===== src/rtl/pic_pkg.sv =====
// PIC request/in-service shared definitions.
// INTA FSM encodings, IR count and the rotating priority picker.
package pic_pkg;

    localparam int NUM_IR = 8;

    localparam logic [1:0] IDLE = 2'd0;
    localparam logic [1:0] ACK1 = 2'd1;
    localparam logic [1:0] ACK2 = 2'd2;

    // Vector returned when INTA arrives with nothing left to serve.
    localparam logic [7:0] SPURIOUS_VEC = 8'h80;

    // One-hot of the highest-priority set bit; rot names the lowest IR,
    // so scanning starts at rot+1 and wraps.
    function automatic logic [7:0] rotate_mask_first(
        input logic [7:0] vec,
        input logic [2:0] rot
    );
        logic [7:0] res;
        logic [2:0] idx;
        logic       found;
        res   = '0;
        found = 1'b0;
        for (int k = 0; k < NUM_IR; k++) begin
            idx = rot + 3'd1 + 3'(k);
            if (!found && vec[idx]) begin
                res[idx] = 1'b1;
                found    = 1'b1;
            end
        end
        return res;
    endfunction

endpackage


===== src/rtl/pic_priority_resolver.sv =====
// PIC rotating priority resolver.
// Ports: vec (candidate bits), rot (lowest-priority IR) -> onehot (winner or 0).
module pic_priority_resolver
    import pic_pkg::*;
(
    input  logic [7:0] vec,
    input  logic [2:0] rot,
    output logic [7:0] onehot
);

    assign onehot = rotate_mask_first(vec, rot);

endmodule


===== src/rtl/interrupt_request_service.sv =====
// PIC request/in-service datapath: IRR, ISR, INT and the two-pulse INTA sequence.
// Ports: clk, reset_n (sync, active low), irq_in[7:0], int_ack (async, active low),
//   init_clear, level_edge_triggered, int_mask, eoi, priority_rotate, clear_IRR;
//   outputs irr, isr, INT, highest_level_in_service, acknowledge_interrupt, ack_done.
module interrupt_request_service
    import pic_pkg::*;
#(
    parameter int SYNC_STAGES = 2
) (
    input  logic       clk,
    input  logic       reset_n,
    input  logic [7:0] irq_in,
    input  logic       int_ack,
    input  logic       init_clear,
    input  logic       level_edge_triggered,
    input  logic [7:0] int_mask,
    input  logic [7:0] eoi,
    input  logic [2:0] priority_rotate,
    input  logic [7:0] clear_IRR,
    output logic [7:0] irr,
    output logic [7:0] isr,
    output logic       INT,
    output logic [7:0] highest_level_in_service,
    output logic [7:0] acknowledge_interrupt,
    output logic       ack_done
);

    logic [SYNC_STAGES-1:0][7:0] irq_sync;
    logic [SYNC_STAGES-1:0]      ack_sync;
    logic [7:0]                  irq_d;
    logic                        ack_d;

    logic [7:0] irq_s;
    logic       ack_s;
    logic [7:0] irq_rise;
    logic       ack_fall;
    logic       ack_rise;

    logic [1:0] state;
    logic [1:0] state_next;
    logic [7:0] masked_irr;
    logic [7:0] req_vec;
    logic [7:0] set_vec;
    logic [7:0] ack_next;
    logic [7:0] irr_next;
    logic [7:0] isr_next;
    logic       done_next;
    logic       pending;
    logic       int_next;

    // Synchronisers and their edge-detect flops keep running through
    // init_clear; only a real reset empties them.
    always_ff @(posedge clk) begin
        if (!reset_n) begin
            irq_sync <= '0;
            ack_sync <= '0;
            irq_d    <= '0;
            ack_d    <= 1'b0;
        end else begin
            irq_sync <= {irq_sync[SYNC_STAGES-2:0], irq_in};
            ack_sync <= {ack_sync[SYNC_STAGES-2:0], int_ack};
            irq_d    <= irq_s;
            ack_d    <= ack_s;
        end
    end

    assign irq_s    = irq_sync[SYNC_STAGES-1];
    assign ack_s    = ack_sync[SYNC_STAGES-1];
    assign irq_rise = irq_s & ~irq_d;
    assign ack_fall = ack_d & ~ack_s;
    assign ack_rise = ~ack_d & ack_s;

    assign masked_irr = irr & ~int_mask;

    pic_priority_resolver u_irr_res (
        .vec    (masked_irr),
        .rot    (priority_rotate),
        .onehot (req_vec)
    );

    pic_priority_resolver u_isr_res (
        .vec    (isr),
        .rot    (priority_rotate),
        .onehot (highest_level_in_service)
    );

    // Fully nested: the request must win outright against the level in
    // service; an equal level (same IR) does not count.
    assign pending = (|req_vec)
        && (rotate_mask_first(req_vec | highest_level_in_service,
                              priority_rotate) == req_vec)
        && (req_vec != highest_level_in_service);

    always_comb begin
        state_next = state;
        set_vec    = '0;
        done_next  = 1'b0;
        ack_next   = acknowledge_interrupt;
        unique case (state)
            IDLE: begin
                if (ack_fall) begin
                    state_next = ACK1;
                    set_vec    = req_vec;
                    ack_next   = (|req_vec) ? req_vec : SPURIOUS_VEC;
                end
            end
            ACK1: begin
                if (ack_fall) begin
                    state_next = ACK2;
                end
            end
            ACK2: begin
                if (ack_rise) begin
                    state_next = IDLE;
                    done_next  = 1'b1;
                end
            end
            default: state_next = IDLE;
        endcase
    end

    always_comb begin
        irr_next = '0;
        if (level_edge_triggered) begin
            irr_next = irq_s & ~clear_IRR;
        end else begin
            irr_next = (irr | irq_rise) & ~clear_IRR & ~set_vec;
        end
    end

    assign isr_next = (isr & ~eoi) | set_vec;

    // INT drops on the edge that starts the sequence, not one later.
    assign int_next = (state == IDLE) && !ack_fall && pending;

    always_ff @(posedge clk) begin
        if (!reset_n || init_clear) begin
            state                 <= IDLE;
            irr                   <= '0;
            isr                   <= '0;
            INT                   <= 1'b0;
            acknowledge_interrupt <= '0;
            ack_done              <= 1'b0;
        end else begin
            state                 <= state_next;
            irr                   <= irr_next;
            isr                   <= isr_next;
            INT                   <= int_next;
            acknowledge_interrupt <= ack_next;
            ack_done              <= done_next;
        end
    end

endmodule


===== config.mk =====
export PLATFORM = sky130hd
export DESIGN_NAME = interrupt_request_service
export DESIGN_NICKNAME = d
export VERILOG_FILES = /design/src/rtl/pic_pkg.sv /design/src/rtl/pic_priority_resolver.sv /design/src/rtl/interrupt_request_service.sv
export SDC_FILE = /design/constraint.sdc
export NUM_CORES = 1
export LEC_CHECK = 0
export BUFFER_PORTS_ARGS = -buffer_cell sky130_fd_sc_hd__buf_4
export CAP_MARGIN = 20
export CORE_MARGIN = 2
export CORE_UTILIZATION = 55
export DETAILED_ROUTE_END_ITERATION = 16
export GPL_ROUTABILITY_DRIVEN = 0
export PLACE_DENSITY = 0.84
export SYNTH_ARGS = -nofsm -noshare
export SYNTH_HDL_FRONTEND = slang
export SYNTH_HIERARCHICAL = 1
export SYNTH_SLANG_ARGS = --single-unit

===== constraint.sdc =====
create_clock -name clk -period 5.76 [get_ports clk]
set_clock_uncertainty 0.05 [all_clocks]
set_input_delay 0.288 -clock clk [delete_from_list [all_inputs] [get_ports clk]]
set_output_delay 0.288 -clock clk [all_outputs]
set_load 0.05 [all_outputs]

== Yosys cells after proc, flatten, opt, wreduce, memory -nomap -nowiden ==
Index checks and enable logic that the tools add are counted.
Word-level totals
  bits in registers: 55
  input port bits: 40
  output and inout bits: 34
  logic and storage cells: 262
Operators by class
  add/subtract/negate cells: 8
  order comparisons: 16
  eq/ne operators: 7
  mux-type cells: 118
  bitwise logic cells: 40
  reductions and logical operators: 62
Operators with widths (count)
  8-bit two-way mux: 28
  8-bit OR: 24
  1-bit binary-select mux with 3-bit select: 24
  1-bit two-way mux: 54
  8-bit bitwise AND: 6
  8-bit inverter: 5
  1-bit logical AND: 33
  3-bit by 4-bit < comparator with 1-bit output (second input constant): 8
  1-bit demux with 3-bit select: 8
  3-bit by 1-bit >= comparator with 1-bit output (second input constant): 8
  1-bit zero test: 23
  3-bit adder (second input constant): 4
  8-bit equality test: 1
  8-bit != test: 1
  8-bit OR reduction: 1
  3-bit by 1-bit adder with 3-bit output (second input constant): 2
  3-bit by 2-bit adder with 3-bit output (second input constant): 2
  2-bit two-way mux: 3
  2-bit != test (second input constant): 3
  2-bit case mux with 3 select lines: 1
  1-bit inverter: 3
  3-bit AND reduction: 1
  1-bit bitwise AND: 2
  2-bit by 1-bit equality test with 1-bit output (second input constant): 1
  5 further kinds: 5

== Longest topological paths before layout ==
  depth in word-level cells: 55
  mapped depth: 27
  mapped depth without buffers: 20

== Modules after synthesis ==
The synthesis kept the hierarchy.
Modules (own cells, without submodules)
  interrupt_request_service: instances 1, cells each 440, area each 3734.8 µm²
  pic_priority_resolver at u_irr_res: instances 1, cells each 165, area each 1248.7 µm²
  pic_priority_resolver at u_isr_res: instances 1, cells each 152, area each 1226.2 µm²

== Worst setup path before layout ==
OpenSTA, ideal clock, no wires.
  kind: in2reg
  start: input priority_rotate[0]
  end: register INT
  arrival time: 6.943 ns
  path slack: -1.294 ns
  stages: 25
  cells stage by stage: buf_6 > inv_1 > clkbuf_1 > ha_1 > buf_2 > buf_2 > mux4_2 > mux2i_1 > nand2_1 > nor4_2 > and2_1 > a221oi_1 > o21ai_0 > inv_1 > ha_1 > clkbuf_1 > mux4_2 > mux2i_4 > o31a_1 > nor2_1 > a221o_1 > and3_1 > or3_1 > a2111oi_2 > and4_1
On the way
  word-level cells in the longest chain between the ends: 54
  elaborated cells on any way between the ends: 211
Ends and longest elaborated chain
  start: declaration: RTL line interrupt_request_service.sv:18  | input logic [2:0] priority_rotate,
  3-bit by 1-bit adder with 3-bit output (*): RTL line pic_pkg.sv:26  | idx = rot + 3'd1 + 3'(k);
  branches (longest 23 deep; another with 3-bit by 4-bit < comparator with 1-bit output)
  8-bit two-way mux (*): RTL line pic_pkg.sv:27  | if (!found && vec[idx]) begin
  via highest_level_in_service[4]: RTL line interrupt_request_service.sv:23  | output logic [7:0] highest_level_in_service,
  8-bit OR: RTL line interrupt_request_service.sv:90  | && (rotate_mask_first(req_vec | highest_level_in_service,
  1-bit binary-select mux with 3-bit select: RTL line pic_pkg.sv:27
  1-bit two-way mux (implied by the code): RTL line pic_pkg.sv:27
  1-bit two-way mux: RTL line pic_pkg.sv:27
  [... 17 more ...]
  1-bit two-way mux: RTL line pic_pkg.sv:27
  1-bit zero test: RTL line pic_pkg.sv:27
  1-bit logical AND: RTL line pic_pkg.sv:27
  8-bit two-way mux: RTL line pic_pkg.sv:27
  8-bit equality test: RTL line interrupt_request_service.sv:91  | priority_rotate) == req_vec)
  1-bit logical AND: RTL line interrupt_request_service.sv:90
  1-bit logical AND (*): RTL line interrupt_request_service.sv:92  | && (req_vec != highest_level_in_service);
  1-bit logical AND (*): RTL line interrupt_request_service.sv:134  | assign int_next = (state == IDLE) && !ack_fall && pending;
  end signal: assignment: RTL line interrupt_request_service.sv:148  | INT <= int_next;
  end: declaration: RTL line interrupt_request_service.sv:22  | output logic INT,
Mark *: on every way through the listed nets, which the timed path passes. The select of a mux whose other input is x is not followed.
A chain may end at the register's enable or synchronous reset.

== Worst setup path after layout ==
  start: input priority_rotate[0]
  end: register INT
On the way
  word-level cells in the longest chain between the ends: 54
  elaborated cells on any way between the ends: 211
Ends and longest elaborated chain (RTL line)
  3-bit by 1-bit adder with 3-bit output (*): pic_pkg.sv:26
  branches (longest 51 deep; another with 3-bit by 4-bit < comparator with 1-bit output)
  1-bit logical AND (*): interrupt_request_service.sv:92
  1-bit logical AND (*): interrupt_request_service.sv:134
Mark *: on every way between the ends. The select of a mux whose other input is x is not followed.

==> results.toml <==
[run_status]
status = "finished clean"

[die]
fp-row-count = 38
initial_core_util_pct = 56.8
fp.dieH_um = 110
chipWidth_um = 110
ios = 74
fp.coreArea_sq_mm = 0.0109
die_area_sq_mm = 0.0122

[grt]
grt_pass1_vias = 6600
grt_pass1_wl_mm = 32.6
antenna_found_initial = 0
grt_usage_pct = 33.8
grt_start_max_net_pins = 82
grt_overflow_total = 0

[worst_hold_path]
min_to = "irr[5]$_SDFF_PP0_"
min_from = "clear_IRR[5]"
worstHoldPathCells = 2
hold_class = "in2reg"

[setup_path]
r2r_end = "INT$_SDFF_PP0_"
max_stage_delay_ns = 0.52
r2r.worst_path.cells = 21
path_cells = "buf_4 -> buf_12 -> buf_4 -> ha_1 -> buf_4 -> xnor2_1 -> buf_4 -> mux4_2 -> nand2b_1 -> or3_1 -> a221oi_2 -> or3_4 -> inv_2 -> ha_2 -> mux2_2 -> mux4_2 -> nand2_2 -> nor3_4 -> a32o_1 -> a22o_1 -> or3_1 -> a2111oi_2 -> and4_1"
path_max_fanout = 9
path_common_cell = "buf_4"
critical_path_class = "in2reg"
path_buf_inv = 6
rrSetupSlack_ns = 0.14
cp.arrival_ns = 5.81
cp-end-kind = "flip-flop"
start_kind = "input pin"
required_ns = 5.95
slowest_stage = "mux4_2"
cp_top_family = "simple AND/OR/NAND/NOR gates"
r2r-start = "irr[1]$_SDFF_PP0_"

[synth]
synth_top_area_cell = "dfxtp_1"
syn_area_sq_mm = 0.00621
ys_seq_area_share_pct = 17.7
async_flop_share_pct = 0
synth_area_per_cell_sq_um = 8.20
netlist_instances = 757
synth_edf_count = 0
synth_warnings = 6
synthTopCellsByArea = "dfxtp_1 (18%), mux4_2 (9.1%), mux2i_1 (4.7%)"
yosysTopAreaCellShare_pct = 17.7
synth_ff_type = "dfxtp_1"
yosysUniqueCellTypes = 90
synth_fp_nets = 819
synth-seq-cells = 55

[cts]
clk_pin_slew_ns = 0.08
h-tree-depth = 2
clock_latency_ns = 0.30
cts.path.max_buffers = 2
cts-root-buf = "clkbuf_16"
cts_made_buffers = 5
cts_tree = "built"
cts.sinks = 55

[power]
p_clk_share_pct = 26.6
ir_drop_mv = 0.211
finalPower_mw = 1.35
p_seq_share_pct = 29.1
p_switching_mw = 0.486
p_sw_share_pct = 36.0
p_int_mw = 0.863
leakage_nw = 3.10
p_per_area_mw_per_mm2 = 170
pwr-share-comb_pct = 44.3

[layout]
area_growth_syn_to_layout_pct = 27.8
multi_input_area_sq_mm = 0.00494
layout.area.seq_sq_mm = 0.00110
diodes = 0
drive_gt1_share_pct = 34.5
stdcell_area_sq_mm = 0.00793
num-nets-final = 947
fillers = 731

[placement]
place_area_sq_mm = 0.00746
portBuffers = 73
dp_hpwl_mm = 14.7

[routing]
firstDrtPassIters = 8
drt_wl_total_mm = 21.1
detail_route.iter0.violations = 1091
wl_per_cell_um = 20.5
drcViolationCount = 0
routed-via-count = 7168
viasPerCell = 6.99
ant_nets = 0

[sta]
post-route-min-period_ns = 5.62
hold_violations = 0
max_freq_mhz = 178
setup_viol = 0
drv_slew = 0
fin_crit_sh_pct = 97.5
relSlewSlack_pct = 37.7
tightest_slew_ns = 0.927
setup-tns-final_ns = 0

[job]
drv_cap = 0
==> registers in the layout, summed over array words and instances (netlist names) <==
register,count
ack_sync,2
irr,8
irq_s,8
acknowledge_interrupt,8
irq_sync,8
ack_d,1
ack_done,1
state,2
isr,8
INT,1
irq_d,8
==> layout by cell type (no fill, tap or decap), drive strengths merged, types with 32 or more instances in the layout <==
master / synthesis / routed
a21oi: 47 / 47
o21ai: 34 / 34
inv: 40 / 40
nand2: 53 / 53
nor2: 48 / 48
mux2i: 32 / 32
buf: 21 / 180
nor3: 43 / 43
dfxtp: 55 / 55
==> layout make-up <==
class / instances / share of cell area (%)
repair buffers: 181 / 17.3
flip-flops and latches: 55 / 13.9
inverters: 41 / 2.00
clock inverters: 3 / 0.694
well taps: 140 / 2.21
clock buffers: 5 / 1.58
multi-input cells: 601 / 62.3
==> power by group through the flow <==
| stage | clock, mW | sequential, mW | combinational [mW] |
|---|---|---|---|
| 2_1_floorplan | 0 | 0.403 | 0.381 |
| 3_3_place_gp | 0 | 0.401 | 0.526 |
| 3_5_place_dp | 0 | 0.401 | 0.542 |
| 4_1_cts | 0.357 | 0.392 | 0.545 |
| 5_1_grt | 0.370 | 0.393 | 0.628 |
| 6_report | 0.359 | 0.392 | 0.597 |
==> how the worst max path moves through the flow <==
stage                            start              to  slack, ns  cells past startpoint
finish              priority_rotate[0]  INT$_SDFF_PP0_       0.14                     23
global route        priority_rotate[0]  INT$_SDFF_PP0_      -0.12                     23
CTS                  irr[3]$_SDFF_PP0_  INT$_SDFF_PP0_       0.10                     22
detailed placement  priority_rotate[0]  INT$_SDFF_PP0_      -0.17                     22
global placement    priority_rotate[0]  INT$_SDFF_PP0_      0.009                     25
floorplan           priority_rotate[0]  INT$_SDFF_PP0_      0.001                     25
==> layer usage <==
layer,vias to the layer above,global-route usage (%),wire length [um]
li1,3121,-,-
met1,3310,41.7,7740
met2,593,57.5,9950
met3,144,5.11,2110
met4,0,17.0,1270
met5,-,0,0
==> synthesized netlist by cell type, drive strengths merged (18+ instances only) <==
cell type	instances
dfxtp	55
nand2	53
nor2	48
a21oi	47
nor3	43
inv	40
clkbuf	39
o21ai	34
mux2i	32
and2	31
nand3	31
mux4	27
ha	22
buf	21
mux2	19
nor2b	18
==> stage by stage <==
stage | setup WS (ns) | hold WS (ns) | util (%) | instances
finish | 0.142 | 0.0968 | 72.6 | 1026
global route | -0.115 | 0.0951 | 72.6 | 1026
CTS | 0.103 | 0.101 | 69.8 | 1007
detailed placement | -0.174 | 0.368 | 68.2 | 999
global placement | 0.00890 | 0.363 | 68.2 | 999
floorplan | 0.00106 | 0.321 | - | 757
==> logic make-up after synthesis <==
logic type,Yosys count,share of synthesized area (%)
mux,78,19.1
buf+inv,101,7.27
fa+ha+maj,22,4.43
flops,55,17.7
compound gates,195,22.8
simple gates,289,24.5
xor+xnor,17,4.15
==> timing repair <==
item                                    CTS  global route
hold buffers                              0             0
gates resized for setup                   0            40
endpoints found under the setup margin    0             1
buffers inserted                          0            19
==> worst register-to-register path, stage by stage, from the launching register on <==
cell,delay [ns]
dfxtp_1,0.39
nor2b_2,0.31
mux2_1,0.22
mux2i_1,0.09
buf_4,0.17
a221oi_2,0.32
buf_4,0.19
nor3_1,0.05
buf_4,0.14
o211ai_1,0.19
a21oi_1,0.11
or4_1,0.57
inv_1,0.20
ha_4,0.24
mux2i_1,0.09
o221a_2,0.32
a211o_2,0.43
or2_2,0.30
o311ai_0,0.48
o22ai_1,0.16
mux2_2,0.31
and4_1,0.17
(Power assumes the default switching activity.)
